### src/rtl/pipe_hazard_ctrl_if.sv
// Hazard-control bus between the pipeline datapath and pipe_hazard_ctrl.
// The master modport is the datapath side: it supplies decode and EX status
// and receives the stall/flush controls and perf counters.
interface pipe_hazard_ctrl_if #(
    parameter int unsigned S = 32
);
    logic [S-1:0] id_inst;
    logic         ex_mem_read;
    logic [4:0]   ex_rt;
    logic         branch_taken;
    logic         pc_we;
    logic         ifid_we;
    logic         ifid_flush;
    logic         idex_bubble;
    logic         mdu_busy;
    logic [15:0]  perf_stall;
    logic [15:0]  perf_flush;

    modport master (
        output id_inst, ex_mem_read, ex_rt, branch_taken,
        input  pc_we, ifid_we, ifid_flush, idex_bubble, mdu_busy,
        input  perf_stall, perf_flush
    );

    modport slave (
        input  id_inst, ex_mem_read, ex_rt, branch_taken,
        output pc_we, ifid_we, ifid_flush, idex_bubble, mdu_busy,
        output perf_stall, perf_flush
    );
endinterface

### src/rtl/pipe_hazard_ctrl.sv
// Pipeline hazard controller: load-use and multiply/divide interlocks plus
// branch flush. Hazard controls are combinational; only the MDU state,
// its latency counter and the optional perf counters are registered.
// Optional feature macro: HAZ_PERF_CNT_EN enables saturating stall/flush
// counters; without it both perf outputs are tied to zero.
// Decode assumes S >= 32 (MIPS-style fields in id_inst[31:0]).
module pipe_hazard_ctrl #(
    parameter int unsigned S       = 32,
    parameter int unsigned MDU_LAT = 32
) (
    input  logic               clk,
    input  logic               reset,
    pipe_hazard_ctrl_if.slave  hz
);

    typedef enum logic {
        IDLE = 1'b0,
        BUSY = 1'b1
    } state_t;

    state_t      state_q, state_d;
    logic [5:0]  cnt_q, cnt_d;

    logic [31:0] inst;
    logic [5:0]  op, fn;
    logic [4:0]  rs, rt;
    logic        uses_rt, load_hz, is_mdu, is_hilo, mdu_hz;
    logic        busy, stall, issue;
    logic        unused_inst_bits;

    assign inst             = hz.id_inst[31:0];
    assign op               = inst[31:26];
    assign rs               = inst[25:21];
    assign rt               = inst[20:16];
    assign fn               = inst[5:0];
    assign unused_inst_bits = ^inst[15:6];

    assign busy    = (state_q == BUSY);
    assign uses_rt = (op == 6'h00) || (op == 6'h04) || (op == 6'h05) || (op == 6'h2B);
    assign load_hz = hz.ex_mem_read && (hz.ex_rt != 5'd0) &&
                     ((hz.ex_rt == rs) || (uses_rt && (hz.ex_rt == rt)));
    assign is_mdu  = (op == 6'h00) && (fn[5:2] == 4'b0110);
    assign is_hilo = (op == 6'h00) && (fn[5:2] == 4'b0100);
    assign mdu_hz  = busy && (is_mdu || is_hilo);
    assign stall   = load_hz || mdu_hz;
    assign issue   = is_mdu && !stall && !hz.branch_taken;

    // Hazard controls: reset, then branch flush, then stall, then normal flow
    always_comb begin
        hz.pc_we       = 1'b1;
        hz.ifid_we     = 1'b1;
        hz.ifid_flush  = 1'b0;
        hz.idex_bubble = 1'b0;
        if (!reset) begin
            hz.pc_we       = 1'b0;
            hz.ifid_we     = 1'b0;
            hz.ifid_flush  = 1'b1;
            hz.idex_bubble = 1'b1;
        end else if (hz.branch_taken) begin
            hz.ifid_flush  = 1'b1;
            hz.idex_bubble = 1'b1;
        end else if (stall) begin
            hz.pc_we       = 1'b0;
            hz.ifid_we     = 1'b0;
            hz.idex_bubble = 1'b1;
        end
    end

    assign hz.mdu_busy = busy;

    // MDU latency FSM next state: IDLE loads the latency on issue, BUSY counts down
    always_comb begin
        state_d = state_q;
        cnt_d   = cnt_q;
        case (state_q)
            IDLE: begin
                if (issue) begin
                    cnt_d   = 6'(MDU_LAT);
                    state_d = BUSY;
                end
            end
            BUSY: begin
                cnt_d = cnt_q - 6'd1;
                if (cnt_q == 6'd1) begin
                    state_d = IDLE;
                end
            end
            default: begin
                state_d = IDLE;
                cnt_d   = '0;
            end
        endcase
    end

    // MDU state and latency counter registers
    always_ff @(posedge clk or negedge reset) begin
        if (!reset) begin
            state_q <= IDLE;
            cnt_q   <= '0;
        end else begin
            state_q <= state_d;
            cnt_q   <= cnt_d;
        end
    end

`ifdef HAZ_PERF_CNT_EN
    logic [15:0] perf_stall_q, perf_stall_d;
    logic [15:0] perf_flush_q, perf_flush_d;

    // Saturating counts of flush cycles (branch) and stall cycles (no branch)
    always_comb begin
        perf_stall_d = perf_stall_q;
        perf_flush_d = perf_flush_q;
        if (hz.branch_taken) begin
            if (perf_flush_q != '1) perf_flush_d = perf_flush_q + 16'd1;
        end else if (stall) begin
            if (perf_stall_q != '1) perf_stall_d = perf_stall_q + 16'd1;
        end
    end

    // Perf counter registers
    always_ff @(posedge clk or negedge reset) begin
        if (!reset) begin
            perf_stall_q <= '0;
            perf_flush_q <= '0;
        end else begin
            perf_stall_q <= perf_stall_d;
            perf_flush_q <= perf_flush_d;
        end
    end

    assign hz.perf_stall = perf_stall_q;
    assign hz.perf_flush = perf_flush_q;
`else
    assign hz.perf_stall = '0;
    assign hz.perf_flush = '0;
`endif

endmodule

### src/flat_wrapper.sv
// flat-port wrapper written by rule: the top's interface ports become plain ports
module pipe_hazard_ctrl_flat 
#(
    parameter int unsigned S       = 32,
    parameter int unsigned MDU_LAT = 32
)
  (clk, reset, hz_id_inst, hz_ex_mem_read, hz_ex_rt, hz_branch_taken, hz_pc_we, hz_ifid_we, hz_ifid_flush, hz_idex_bubble, hz_mdu_busy, hz_perf_stall, hz_perf_flush);
  pipe_hazard_ctrl_if #(.S(S)) hz_i ();
  input  logic clk;
  input  logic reset;
  input wire logic [$bits(hz_i.id_inst)-1:0] hz_id_inst;
  input wire logic [$bits(hz_i.ex_mem_read)-1:0] hz_ex_mem_read;
  input wire logic [$bits(hz_i.ex_rt)-1:0] hz_ex_rt;
  input wire logic [$bits(hz_i.branch_taken)-1:0] hz_branch_taken;
  output wire logic [$bits(hz_i.pc_we)-1:0] hz_pc_we;
  output wire logic [$bits(hz_i.ifid_we)-1:0] hz_ifid_we;
  output wire logic [$bits(hz_i.ifid_flush)-1:0] hz_ifid_flush;
  output wire logic [$bits(hz_i.idex_bubble)-1:0] hz_idex_bubble;
  output wire logic [$bits(hz_i.mdu_busy)-1:0] hz_mdu_busy;
  output wire logic [$bits(hz_i.perf_stall)-1:0] hz_perf_stall;
  output wire logic [$bits(hz_i.perf_flush)-1:0] hz_perf_flush;
  assign hz_i.id_inst = hz_id_inst;
  assign hz_i.ex_mem_read = hz_ex_mem_read;
  assign hz_i.ex_rt = hz_ex_rt;
  assign hz_i.branch_taken = hz_branch_taken;
  assign hz_pc_we = hz_i.pc_we;
  assign hz_ifid_we = hz_i.ifid_we;
  assign hz_ifid_flush = hz_i.ifid_flush;
  assign hz_idex_bubble = hz_i.idex_bubble;
  assign hz_mdu_busy = hz_i.mdu_busy;
  assign hz_perf_stall = hz_i.perf_stall;
  assign hz_perf_flush = hz_i.perf_flush;
  pipe_hazard_ctrl #(.S(S), .MDU_LAT(MDU_LAT)) u_core (.clk(clk), .reset(reset), .hz(hz_i));
endmodule
### config.mk
export PLATFORM = sky130hd
export DESIGN_NAME = pipe_hazard_ctrl_flat
export DESIGN_NICKNAME = d
export VERILOG_FILES = /design/src/rtl/pipe_hazard_ctrl_if.sv /design/src/rtl/pipe_hazard_ctrl.sv /design/src/flat_wrapper.sv
export SDC_FILE = /design/constraint.sdc
export NUM_CORES = 1
export LEC_CHECK = 0
export BUFFER_PORTS_ARGS = -buffer_cell sky130_fd_sc_hd__buf_2
export CORE_MARGIN = 2
export CORE_UTILIZATION = 41
export CTS_BUF_LIST = sky130_fd_sc_hd__clkbuf_8
export CTS_CLUSTER_SIZE = 30
export DETAILED_ROUTE_END_ITERATION = 10
export PLACE_DENSITY = 0.88
export SYNTH_ARGS = -nofsm -noshare
export SYNTH_HDL_FRONTEND = slang
export SYNTH_SLANG_ARGS = --single-unit
### constraint.sdc
create_clock -name clk -period 3.3 [get_ports clk]
set_clock_uncertainty 0.2 [all_clocks]
set_input_delay 0 -clock clk [delete_from_list [all_inputs] [get_ports clk]]
set_output_delay 0 -clock clk [all_outputs]
set_load 0.05 [all_outputs]
After elaboration in Yosys (flattened, before gate mapping):

Cells that the tools add are included.

* bits in registers: 7
* input port bits: 41
* output and inout bits: 37
* logic and storage cells: 44

* add/sub/neg operators: 1
* eq/ne operators: 9
* mux-type cells: 13
* bitwise logic cells: 1
* reductions and logical operators: 18

Operator list (count)
* $eq 6x3->1 const B: 2
* $pmux 6 s2: 1
* $eq 5x5->1: 2
* $mux 1: 10
* $eq 4x3->1 const B: 2
* $logic_and 1x1->1: 8
* $eq 6x1->1 const B: 1
* $eq 6x6->1 const B: 1
* $logic_not 6->1: 1
* $logic_or 1x1->1: 6
* $mux 6: 1
* $sub 6x1->6 const B: 1
* $reduce_bool 5->1: 1
* $logic_not 1->1: 2
* $ne 2x1->1 const B: 1
* $pmux 1 s2: 1
* $not 1->1: 1

Longest topological paths before layout:

Gate-level depths: netlist (run 1).

* depth after elaboration: 13
* mapped depth: 6
* depth with buffers taken out: 6

Worst setup path after synthesis (run 1):

No wires, ideal clock.

* kind: in2out
* from: input hz_ex_rt[0]
* to: output hz_pc_we
* data arrival time: 1845 ps
* data required time: 3100 ps
* slack: 1255 ps
* cell stages on the path: 6
* path through: or4_1 -> o21ai_2 -> nor4_1 -> a311oi_1 -> o21a_1 -> buf_4

* longest elaborated chain between the ends: 8

RTL lines
* start, declared: line flat_wrapper.sv:13 `input wire logic [$bits(hz_i.ex_rt)-1:0] hz_ex_rt;`
* $eq 5x5->1: line pipe_hazard_ctrl.sv:41 `((hz.ex_rt == rs) || (uses_rt && (hz.ex_rt == rt)));`
* $logic_and 1x1->1: line pipe_hazard_ctrl.sv:41
* $logic_or 1x1->1: line pipe_hazard_ctrl.sv:41
* $logic_and 1x1->1 (*): line pipe_hazard_ctrl.sv:40 `assign load_hz = hz.ex_mem_read && (hz.ex_rt != 5'd0) &&`
* $logic_or 1x1->1 (*): line pipe_hazard_ctrl.sv:45 `assign stall = load_hz || mdu_hz;`
* $mux 1 (*) (3 in series)
* end, declared: line flat_wrapper.sv:15 `output wire logic [$bits(hz_i.pc_we)-1:0] hz_pc_we;`

Every way passes the cells marked *; elsewhere a longest branch is shown, timed or not.

Final worst setup path (run 1):

* from: input hz_id_inst[31]
* to: output hz_ifid_we

* longest elaborated chain between the ends: 11

RTL lines
* start, declared: line flat_wrapper.sv:11 `input wire logic [$bits(hz_i.id_inst)-1:0] hz_id_inst;`
* $eq 6x3->1 / $logic_not 6->1 (equally long branches): line pipe_hazard_ctrl.sv:39, pipe_hazard_ctrl.sv:42, pipe_hazard_ctrl.sv:43
* $logic_or 1x1->1 (3 in series): line pipe_hazard_ctrl.sv:39 `assign uses_rt = (op == 6'h00) || (op == 6'h04) || (op == 6'h05) || (op == 6'h2B);`
* $logic_and 1x1->1: line pipe_hazard_ctrl.sv:41
* $logic_or 1x1->1: line pipe_hazard_ctrl.sv:41
* $logic_and 1x1->1: line pipe_hazard_ctrl.sv:40
* $logic_or 1x1->1 (*): line pipe_hazard_ctrl.sv:45
* $mux 1 (*): line pipe_hazard_ctrl.sv:62 `end else if (stall) begin`
* $mux 1 (*): line pipe_hazard_ctrl.sv:59 `end else if (hz.branch_taken) begin`
* $mux 1 (*): line pipe_hazard_ctrl.sv:54 `if (!reset) begin`
* end, declared: line flat_wrapper.sv:16 `output wire logic [$bits(hz_i.ifid_we)-1:0] hz_ifid_we;`

Marks and branches as above.

==> metrics, run 1 <==
outcome complete, but fails checks; failing checks hold timing; CP delay by family, top buffers and inverters; WHS -3.94 ps; clk sinks 7; Initial Util 43.1%; clock power share 29.4%; vias in the first global route roughly 640; Yosys reg bits 7; post-synthesis cell area 846 µm²; HP Class in -> reg; max_cap viols 0; Syn. warnings 0; CP Data Arrival Time 2010 ps; number of synthesized flops with an enable pin 0; Setup CP Type in -> out; Psw roughly 0.00018 W; die extent in y approximately 49 µm; synth unique cells 29; Die Wd 49.4 µm; RSZ-0062 raised after global routing no; CP required roughly 3100 ps; Sum Neg Setup Slack 0 ps; reg2reg path depth 4; worst slack at placement 1380 ps; DR vias/cell around 4.3; total gr overflow 0; hold endpoint u_core.hz.mdu_busy$_DFF_PN0_; initial antenna violation count 0; final setup fails 0; Power Total 0.000397 W; io pins 78; R2R Path Start u_core.hz.mdu_busy$_DFF_PN0_; register area 175 µm²; Hold Vio Cnt, Final 1; Cell Chain, Critical Path dlygate4sd3_1 -> buf_2 -> nor3_2 -> mux2i_1 -> nor4b_2 -> a311oi_1 -> o21a_1 -> buf_2; Max Fclk 0.452 GHz; most common cell after layout, fill and taps aside buf_2; Detail Route Antenna Nets 0; fraction of registers with async set/reset 100%; filler cell count about 190; CP peak stage delay 520 ps; PnR worst setup slack 1090 ps; layout cells sized above 1 29.6%; R2R Setup Slk 1640 ps; Pleak 0.480 nW; worst rel slew slack 49.3%; Critical Path Start Type input pin; CP most frequent cell buf_2; Cells after Synth 97; first-pass GRT wire length 2570 µm; vias after detailed routing around 690; Bufs on Longest Clock Path 2; P_int 0.000222 W; GPL Wtd Cong 0.794; clock latency on the worst-skew pair 220 ps; CTS tree done; Synth-to-Final Area Change 17.2%; commonest non-fill, non-tap cells in the layout buf_2 (33), conb_1 (32), xnor2_1 (10); full die area 2440 µm²; crit path time final around 2200 ps; GRT Resource Usage Total 13.5%; multi-input logic area 524 µm²; Flop pwr share 27.9%; first drt pass iteration count 4; max-slew violations 0; Hold Startpoint hz_id_inst[28]; IO Port Bufs 33; Worst-Margin Slew between 700 and 800 ps; cell total after placement 154; post-DR wirelength/cell 9.09 µm; DRC 0; Finished Layout Cells 162; register area share after synthesis 20.7%; Slowest cell on crit path dlygate4sd3_1; Final HPWL DP 1280 µm; Final Util 50.5%; Crit Path Max Fanout 4; VDD IR-drop max about 150 µV; clk slew on worst S/H paths 40 ps; Starting DRT DRC Count 10; pin count of the biggest net entering global routing 11; row count 16; Root Buffer clkbuf_8; Core Box Area approximately 2000 µm²; Critical Path End Type output pin; Hold Crit Depth 5; htree depth 1; CTS Buf Count 3; fin crit share 67.0%; Bufs and invs on worst path 3; Main synth FF type dfrtp_1; syn_area_per_cell 8.72 µm²; nets@finish 179; pwr dens 401 nW/µm²; Worst R2R End u_core.cnt_q[5]$_DFFE_PN0P_; number of diodes 0; Comb power frac 42.7%; switch share 44.1%; DRT Wirelength 1470 µm
==> cells in the mapped netlist (all sizes together) (2+ instances only) <==
library cell | instances | area [µm²]
nand2b | 4 | 25.0
nand2 | 2 | 7.51
nor4 | 2 | 27.5
ha | 2 | 25.0
xor2 | 5 | 43.8
inv | 2 | 7.51
nor4b | 2 | 23.8
xnor2 | 10 | 87.6
dfrtp | 7 | 175
nor2 | 7 | 26.3
nor3 | 4 | 25.0
buf | 34 | 255
nand3 | 3 | 15.0
==> tightest hold or removal path, stage by stage <==
cell	delay, ps
buf_2	80
nor3_1	60
nand3_1	80
nor3_1	40
a2bb2oi_1	120
==> sequential cells by signal, summed over array words and instances (netlist names) <==
signal and flops:
u_core.cnt_q 6, u_core.hz.mdu_busy 1
==> what timing repair did <==
| action | CTS | global route |
|---|---|---|
| buffers inserted | 0 | 0 |
| hold buffers | 4 | 0 |
| endpoints found under the hold margin | 8 | 0 |
| gates resized for setup | 0 | 0 |
==> through the flow <==
step | hold slack [ps] | instance area (µm²)
2_1_floorplan | -496 | 962
3_3_place_gp | -352 | 906
3_5_place_dp | -346 | 906
4_1_cts | 1.49 | 991
5_1_grt | 53.6 | 991
6_report | -3.94 | 991
==> power groups by stage <==
stage | Clock (W) | Sequential, W | Combinational [W]
floorplan | 0 | 0.000110 | 0.000163
global placement | 0 | 0.000111 | 0.000160
detailed placement | 0 | 0.000112 | 0.000166
CTS | 0.000118 | 0.000111 | 0.000170
global route | 0.000128 | 0.000114 | 0.000181
finish | 0.000117 | 0.000111 | 0.000170
==> per-layer routing <==
metal	track usage (%)	part of all wire [%]
met1	14.9	37
met2	23.2	54
met3	4.91	8.0
met4	6.02	0.82
met5	0	0
==> final cells by class <==
| class | count | area share, % |
|---|---|---|
| clock buffers | 3 | 4.17 |
| well taps | 27 | 3.41 |
| inverters | 2 | 0.758 |
| clock inverters | 1 | 0.379 |
| multi-input cells | 85 | 52.9 |
| flip-flops and latches | 7 | 17.7 |
| repair buffers | 37 | 20.7 |
==> kinds of logic (layout without fill, tap and decap cells) <==
group | after synthesis | in the layout | share of synthesized area, %
xor gates and xnor gates | 15 | 15 | 15.5
AOI/OAI and AO/OA | 5 | 5 | 4.88
DFF | 7 | 7 | 20.7
muxes | 1 | 1 | 1.18
other | 1 | 32 | 0.443
and+or+nand+nor | 30 | 30 | 23.2
buffers and inverters | 36 | 43 | 31.1
adders and majority gates | 2 | 2 | 2.96
==> how the worst max path moves through the flow <==
| stage | startpoint | end | slack (ps) | cells past startpoint |
|---|---|---|---|---|
| 2_1_floorplan | hz_ex_rt[0] | hz_pc_we | 1250 | 6 |
| 4_1_cts | hz_id_inst[31] | hz_ifid_we | 1070 | 8 |
| 5_1_grt | hz_id_inst[31] | hz_pc_we | 880 | 8 |
| 3_5_place_dp | hz_ex_rt[0] | hz_ifid_we | 1380 | 7 |
| 3_3_place_gp | hz_ex_rt[0] | hz_pc_we | 1420 | 7 |
| 6_report | hz_id_inst[31] | hz_ifid_we | 1090 | 8 |
Power figures use the tool's default switching activity.
==> inputs of run 2 (changes only) <==
--- a/config.mk
+++ b/config.mk
@@ -7,11 +7,11 @@
 export LEC_CHECK = 0
 export BUFFER_PORTS_ARGS = -buffer_cell sky130_fd_sc_hd__buf_2
 export CORE_MARGIN = 2
-export CORE_UTILIZATION = 41
+export CORE_UTILIZATION = 34
 export CTS_BUF_LIST = sky130_fd_sc_hd__clkbuf_8
 export CTS_CLUSTER_SIZE = 30
 export DETAILED_ROUTE_END_ITERATION = 10
-export PLACE_DENSITY = 0.88
+export PLACE_DENSITY = 0.78
 export SYNTH_ARGS = -nofsm -noshare
 export SYNTH_HDL_FRONTEND = slang
 export SYNTH_SLANG_ARGS = --single-unit
==> constraint.sdc (replaced) <==
create_clock -name clk -period 1.9 [get_ports clk]
set_clock_uncertainty 0.2 [all_clocks]
set_input_delay 0 -clock clk [delete_from_list [all_inputs] [get_ports clk]]
set_output_delay 0 -clock clk [all_outputs]
set_load 0.05 [all_outputs]
==> run 2 against run 1 <==
The run now ends clean. Global-route usage decreased by 1.8 points. Setup slack worse by 980 ps. Combinational power rose by 78%. Sequential share of layout area fell by 0.73 points. Core utilization fell by 7.6 points. Flip-flop and latch count unchanged. First-iteration DRC count shrank 50%. Die area rose by 19%. Critical endpoint unchanged. Largest cell class unchanged. Highest routed layer unchanged.
==> metrics, run 2 (synthesized netlist as in run 1, its figures left out) <==
RSZ-0062 raised after global routing no (unchanged); Hold Vio Cnt, Final 0 (was 1); max FFs per register 6 (unchanged); full die area 2900 µm² (was 2440 µm²); final setup fails 0 (unchanged); Final Util 42.9% (was 50.5%); filler cell count 245 (was 193); Setup CP Type in -> out (unchanged); Root Buffer clkbuf_8 (unchanged); crit path time final 1800 ps; Largest Register u_core.cnt_q (unchanged); GRT Resource Usage Total 11.7% (was 13.5%); max_cap viols 0 (unchanged); clock latency on the worst-skew pair 220 ps (about the same); Critical Path Start Type input pin (unchanged); vias after detailed routing 684 (was 689); Starting DRT DRC Count 5 (was 10); clk sinks 7 (unchanged); Initial Util 35.1% (was 43.1%); first-pass GRT wire length 2400 µm (was 2570 µm); Hold Crit Depth 5 (unchanged); DRC 0 (unchanged); commonest non-fill, non-tap cells in the layout conb_1 (32), buf_2 (31), xnor2_1 (10) (was buf_2 (33), conb_1 (32), xnor2_1 (10)); reg2reg path depth 4 (unchanged); row count 18 (was 16); initial antenna violation count 0 (unchanged); die extent in y 53.9 µm (was 49.4 µm); pin count of the biggest net entering global routing 8 (was 11); htree depth 1 (unchanged); Max Fclk about 0.56 GHz; Pleak 0.507 nW (was 0.480 nW); CTS Buf Count 3 (unchanged); CTS tree done (unchanged); layout cells sized above 1 34.1% (was 29.6%); fin crit share 94.5%; Critical Path End Type output pin (unchanged); R2R Path Start u_core.cnt_q[2]$_DFFE_PN0P_ (was u_core.hz.mdu_busy$_DFF_PN0_); number of diodes 0 (unchanged); Worst R2R End u_core.cnt_q[5]$_DFFE_PN0P_ (unchanged); Final HPWL DP 1320 µm (was 1280 µm); IO Port Bufs 33 (unchanged); worst rel slew slack 67.4% (was 49.3%); Die Wd 53.9 µm (was 49.4 µm); CP Data Arrival Time 1600 ps (was 2010 ps); R2R Setup Slk 360 ps (was 1640 ps); nets@finish 182 (was 179); Crit Path Max Fanout 3 (was 4); GPL Wtd Cong 0.792 (was 0.794); most common cell after layout, fill and taps aside conb_1 (was buf_2); Bufs on Longest Clock Path 2 (unchanged); vias in the first global route 612 (was 641); outcome completed (was complete, but fails checks); Core Box Area 2410 µm² (was 1960 µm²); max-slew violations 0 (unchanged); Detail Route Antenna Nets 0 (unchanged); clk slew on worst S/H paths 40 ps (about the same); VDD IR-drop max 392 µV (was 149 µV); Worst-Margin Slew 483 ps (was 754 ps); DRT Wirelength 1540 µm (was 1470 µm); Power Total 0.000694 W (was 0.000397 W); hold endpoint u_core.hz.mdu_busy$_DFF_PN0_ (unchanged); total gr overflow 0 (unchanged); HP Class in -> reg (unchanged); post-DR wirelength/cell 9.14 µm (was 9.09 µm); Hold Startpoint hz_id_inst[27] (was hz_id_inst[28]); pwr dens 671 nW/µm² (was 401 nW/µm²); DR vias/cell 4.07 (was 4.25); Sum Neg Setup Slack 0 ps (unchanged); CP required 1700 ps (was 3100 ps); first drt pass iteration count 4 (unchanged); Synth-to-Final Area Change 22.2% (was 17.2%); io pins 78 (unchanged)
[run 2: cell types whose count changed in the layout (fill, tap and decap cells not counted), sizes merged]
cell	change
buf	+3
clkbuf	+2
dlygate4sd3	-2
[run 2: how the worst max path moves through the flow]
stage / startpoint / endpoint / slack, ps / cells after the start
4_1_cts: hz_ex_rt[0] / hz_ifid_we / 40 / 7
6_report: hz_ex_rt[0] / hz_ifid_we / 100 / 7
3_3_place_gp: hz_ex_rt[0] / u_core.cnt_q[1]$_DFFE_PN0P_ / 60 / 7
3_5_place_dp: hz_ex_rt[0] / hz_ifid_we / 30 / 7
2_1_floorplan: hz_ex_rt[0] / hz_pc_we / 20 / 6
5_1_grt: hz_ex_rt[0] / hz_ifid_we / 20 / 7
[run 2: through the flow]
| step | hold slack [ps] | setup WS (ps) | cells | instance area, µm² |
|---|---|---|---|---|
| floorplan | -496 | 17.9 | 128 | 963 |
| finish | 21.1 | 105 | 168 | 1030 |
| global placement | -346 | 56.1 | 162 | 948 |
| detailed placement | -344 | 34.4 | 162 | 948 |
| CTS | 8.46 | 39.4 | 168 | 1010 |
| global route | 46.3 | 15.4 | 168 | 1030 |
[run 2: per-layer routing]
metal  up-vias  wire, µm  global-route usage [%]
li1        342         -                       -
met1       313       582                    11.4
met2        27       826                    21.3
met3         2       116                    5.83
met4         0        10                    3.85
met5         -         0                       0
[run 2: cell type report]
type                            instances  area, µm²  area share [%]
Clock inverter                          1       3.75           0.363
Sequential cell                         7        175            16.9
Multi-Input combinational cell         85        541            52.3
Clock buffer                            3       41.3            4.00
Inverter                                2       7.51           0.726
Timing Repair Buffer                   40        228            22.0
Tap cell                               30       37.5            3.63
[run 2: where the power goes]
part | internal (W) | switching (W)
sequential | 0.000171 | 0.0000224
clock | 0.000139 | 0.0000596
combinational | 0.0000799 | 0.000222
[run 2: worst max-delay path: stages]
cell and delay [ps]:
buf_2 100, or4_1 530, o21ai_2 200, nor4b_4 90
a311oi_2 280, o21a_2 170, clkbuf_4 220
[run 2: repair_timing]
item                                   4_1_cts  5_1_grt
hold buffers                                 2        0
buffers inserted                             0        0
endpoints found under the hold margin        7        0
resized for setup                            0        4
setup endpoints to repair                    0        2
==> inputs of run 3 (changes only) <==
--- a/config.mk
+++ b/config.mk
@@ -11,7 +11,7 @@
 export CTS_BUF_LIST = sky130_fd_sc_hd__clkbuf_8
 export CTS_CLUSTER_SIZE = 30
 export DETAILED_ROUTE_END_ITERATION = 10
-export PLACE_DENSITY = 0.78
+export PLACE_DENSITY = 0.82
 export SYNTH_ARGS = -nofsm -noshare
 export SYNTH_HDL_FRONTEND = slang
 export SYNTH_SLANG_ARGS = --single-unit
==> run 3 against run 2 <==
Flip-flop and latch count stayed put. Setup slack worse by 5.7 ps. Critical endpoint unchanged. Power is 0.16% lower. Register-to-register slack hardly changed. Core utilization is 0.42 points lower. Largest power group unchanged. Sequential share of layout area is 0.17 points higher.
==> metrics, run 3 (synthesized netlist as in run 1, its figures left out) <==
full die area 2900 µm² (unchanged); initial antenna violation count 0 (unchanged); placed cell areas 933 µm² (was 948 µm²); max-slew violations 0 (unchanged); first-pass GRT wire length 2290 µm (was 2400 µm); layout cells sized above 1 33.8% (was 34.1%); Die Wd 53.9 µm (unchanged); Starting DRT DRC Count 7 (was 5); Slowest cell on crit path or4_1 (unchanged); first drt pass iteration count 4 (unchanged); Setup CP Type in -> out (unchanged); Hold Crit Depth 5 (unchanged); filler cell count 244 (was 245); Bufs and invs on worst path 2 (unchanged); fin crit share 94.8% (was 94.5%); register area 175 µm² (unchanged); HP Class in -> reg (unchanged); Critical Path End Type output pin (unchanged); post-DR wirelength/cell 9.40 µm (was 9.14 µm); pin count of the biggest net entering global routing 8 (unchanged); Final HPWL DP 1240 µm (was 1320 µm); CTS tree done (unchanged); most common cell after layout, fill and taps aside conb_1 (unchanged); clock latency on the worst-skew pair 220 ps (about the same); clk sinks 7 (unchanged); Core Box Area 2410 µm² (unchanged); multi-input logic area 538 µm² (was 541 µm²); postcts setup bufs 0 (unchanged); reg2reg path depth 4 (unchanged); crit path time final 1800 ps (about the same); met3 GRT Util 4.17% (was 5.83%); DRT Wirelength 1560 µm (was 1540 µm); met1 usage 10.5% (was 11.4%); GPL Wtd Cong 0.760 (was 0.792); final setup fails 0 (unchanged); io pins 78 (unchanged); CP delay by family, top compound AO/OA/AOI/OAI gates (unchanged); row count 18 (unchanged); GRT Resource Usage Total 11.1% (was 11.7%); Worst-Margin Slew 537 ps (was 483 ps); Critical Path Start Type input pin (unchanged); CP peak stage delay 530 ps (about the same); post-route cell area 1020 µm² (was 1030 µm²); Cell Chain, Critical Path buf_2 -> or4_1 -> o21ai_2 -> nor4b_2 -> a311oi_2 -> o21a_2 -> buf_6 (was buf_2 -> or4_1 -> o21ai_2 -> nor4b_4 -> a311oi_2 -> o21a_2 -> clkbuf_4); max_cap viols 0 (unchanged); Detail Route Antenna Nets 0 (unchanged); Largest Register u_core.cnt_q (unchanged); clk slew on worst S/H paths 40 ps (about the same); Final Util 42.5% (was 42.9%); DRC 0 (unchanged); Pleak 0.492 nW (was 0.507 nW); Root Buffer clkbuf_8 (unchanged); WP depth 7 (unchanged); Hold Vio Cnt, Final 0 (unchanged); met2 usage in global routing 21.3% (unchanged); die extent in y 53.9 µm (unchanged); worst rel slew slack 63.9% (was 67.4%); CTS Buf Count 3 (unchanged); Max Fclk 0.555 GHz (was 0.557 GHz); worst slack at placement -24.2 ps (was 34.4 ps); busiest grt layer met2 (unchanged); total gr overflow 0 (unchanged); VDD IR-drop max 404 µV (was 392 µV); IO Port Bufs 33 (unchanged); commonest non-fill, non-tap cells in the layout conb_1 (32), buf_2 (31), xnor2_1 (10) (unchanged); PnR worst setup slack 99.2 ps (was 105 ps); Power Total 0.000692 W (was 0.000694 W); DR vias/cell 4.07 (about the same); vias after detailed routing 675 (was 684); vias in the first global route 583 (was 612); number of diodes 0 (unchanged); outcome completed (unchanged); Bufs on Longest Clock Path 2 (unchanged); RSZ-0062 raised after global routing no (unchanged); Initial Util 35.1% (unchanged); max FFs per register 6 (unchanged); CP required 1700 ps (about the same); pwr dens 677 nW/µm² (was 671 nW/µm²); nets@finish 180 (was 182); CP Data Arrival Time 1600 ps (about the same); htree depth 1 (unchanged); Synth-to-Final Area Change 21.0% (was 22.2%); Crit Path Max Fanout 3 (unchanged)
[run 3: per-stage QoR]
| step | setup TNS [ps] | cells | hold slack [ps] |
|---|---|---|---|
| 2_1_floorplan | 0 | 128 | -496 |
| 3_3_place_gp | -15.8 | 160 | -349 |
| 3_5_place_dp | -46.9 | 160 | -345 |
| 4_1_cts | -41.8 | 166 | 5.40 |
| 5_1_grt | 0 | 166 | 41.1 |
| 6_report | 0 | 166 | 8.22 |
[run 3: path summary, 6_finish.rpt]
check                                             start                            to  slack, ps
max in group asynchronous                         reset   u_core.cnt_q[2]$_DFFE_PN0P_        650
min in group asynchronous                         reset  u_core.hz.mdu_busy$_DFF_PN0_        590
setup reg to reg           u_core.hz.mdu_busy$_DFF_PN0_   u_core.cnt_q[5]$_DFFE_PN0P_        360
hold / removal                          hz_branch_taken  u_core.hz.mdu_busy$_DFF_PN0_          8
hold reg to reg             u_core.cnt_q[5]$_DFFE_PN0P_   u_core.cnt_q[5]$_DFFE_PN0P_        340
setup / recovery                            hz_ex_rt[0]                    hz_ifid_we        100
[run 3: what timing repair did]
action / in CTS / in global routing
setup endpoints to repair: 2 / 3
endpoints found under the hold margin: 7 / 0
cloned: 0 / 0
pin swaps: 0 / 3
hold buffers: 2 / 0
resized for setup: 0 / 8
[run 3: worst register-to-register path, delay by kind of cell (launching register included)]
kind	cells	cell delay [ps]
and+or+nand+nor	3	630
DFF	1	450
xor gates and xnor gates	1	140
[run 3: cell type report]
type | instances | share of cell area (%)
inverter | 2 | 0.733
clock inverter | 1 | 0.367
timing repair buffer | 38 | 21.5
clock buffer | 3 | 4.03
sequential | 7 | 17.1
tap | 30 | 3.67
multi-input combinational | 85 | 52.6
[run 3: per-layer routing]
| layer | wire, µm | part of all wire [%] |
|---|---|---|
| met1 | 575 | 37 |
| met2 | 819 | 53 |
| met3 | 157 | 10 |
| met4 | 8 | 0.51 |
| met5 | 0 | 0 |
[run 3: report_power, final]
part,internal (W),total [W],leakage [nW],switching [W]
Clock,0.000139,0.000199,0.0269,0.0000600
Sequential,0.000171,0.000194,0.0698,0.0000238
Combinational,0.0000797,0.000299,0.395,0.000219
Total,0.000390,0.000692,0.492,0.000303
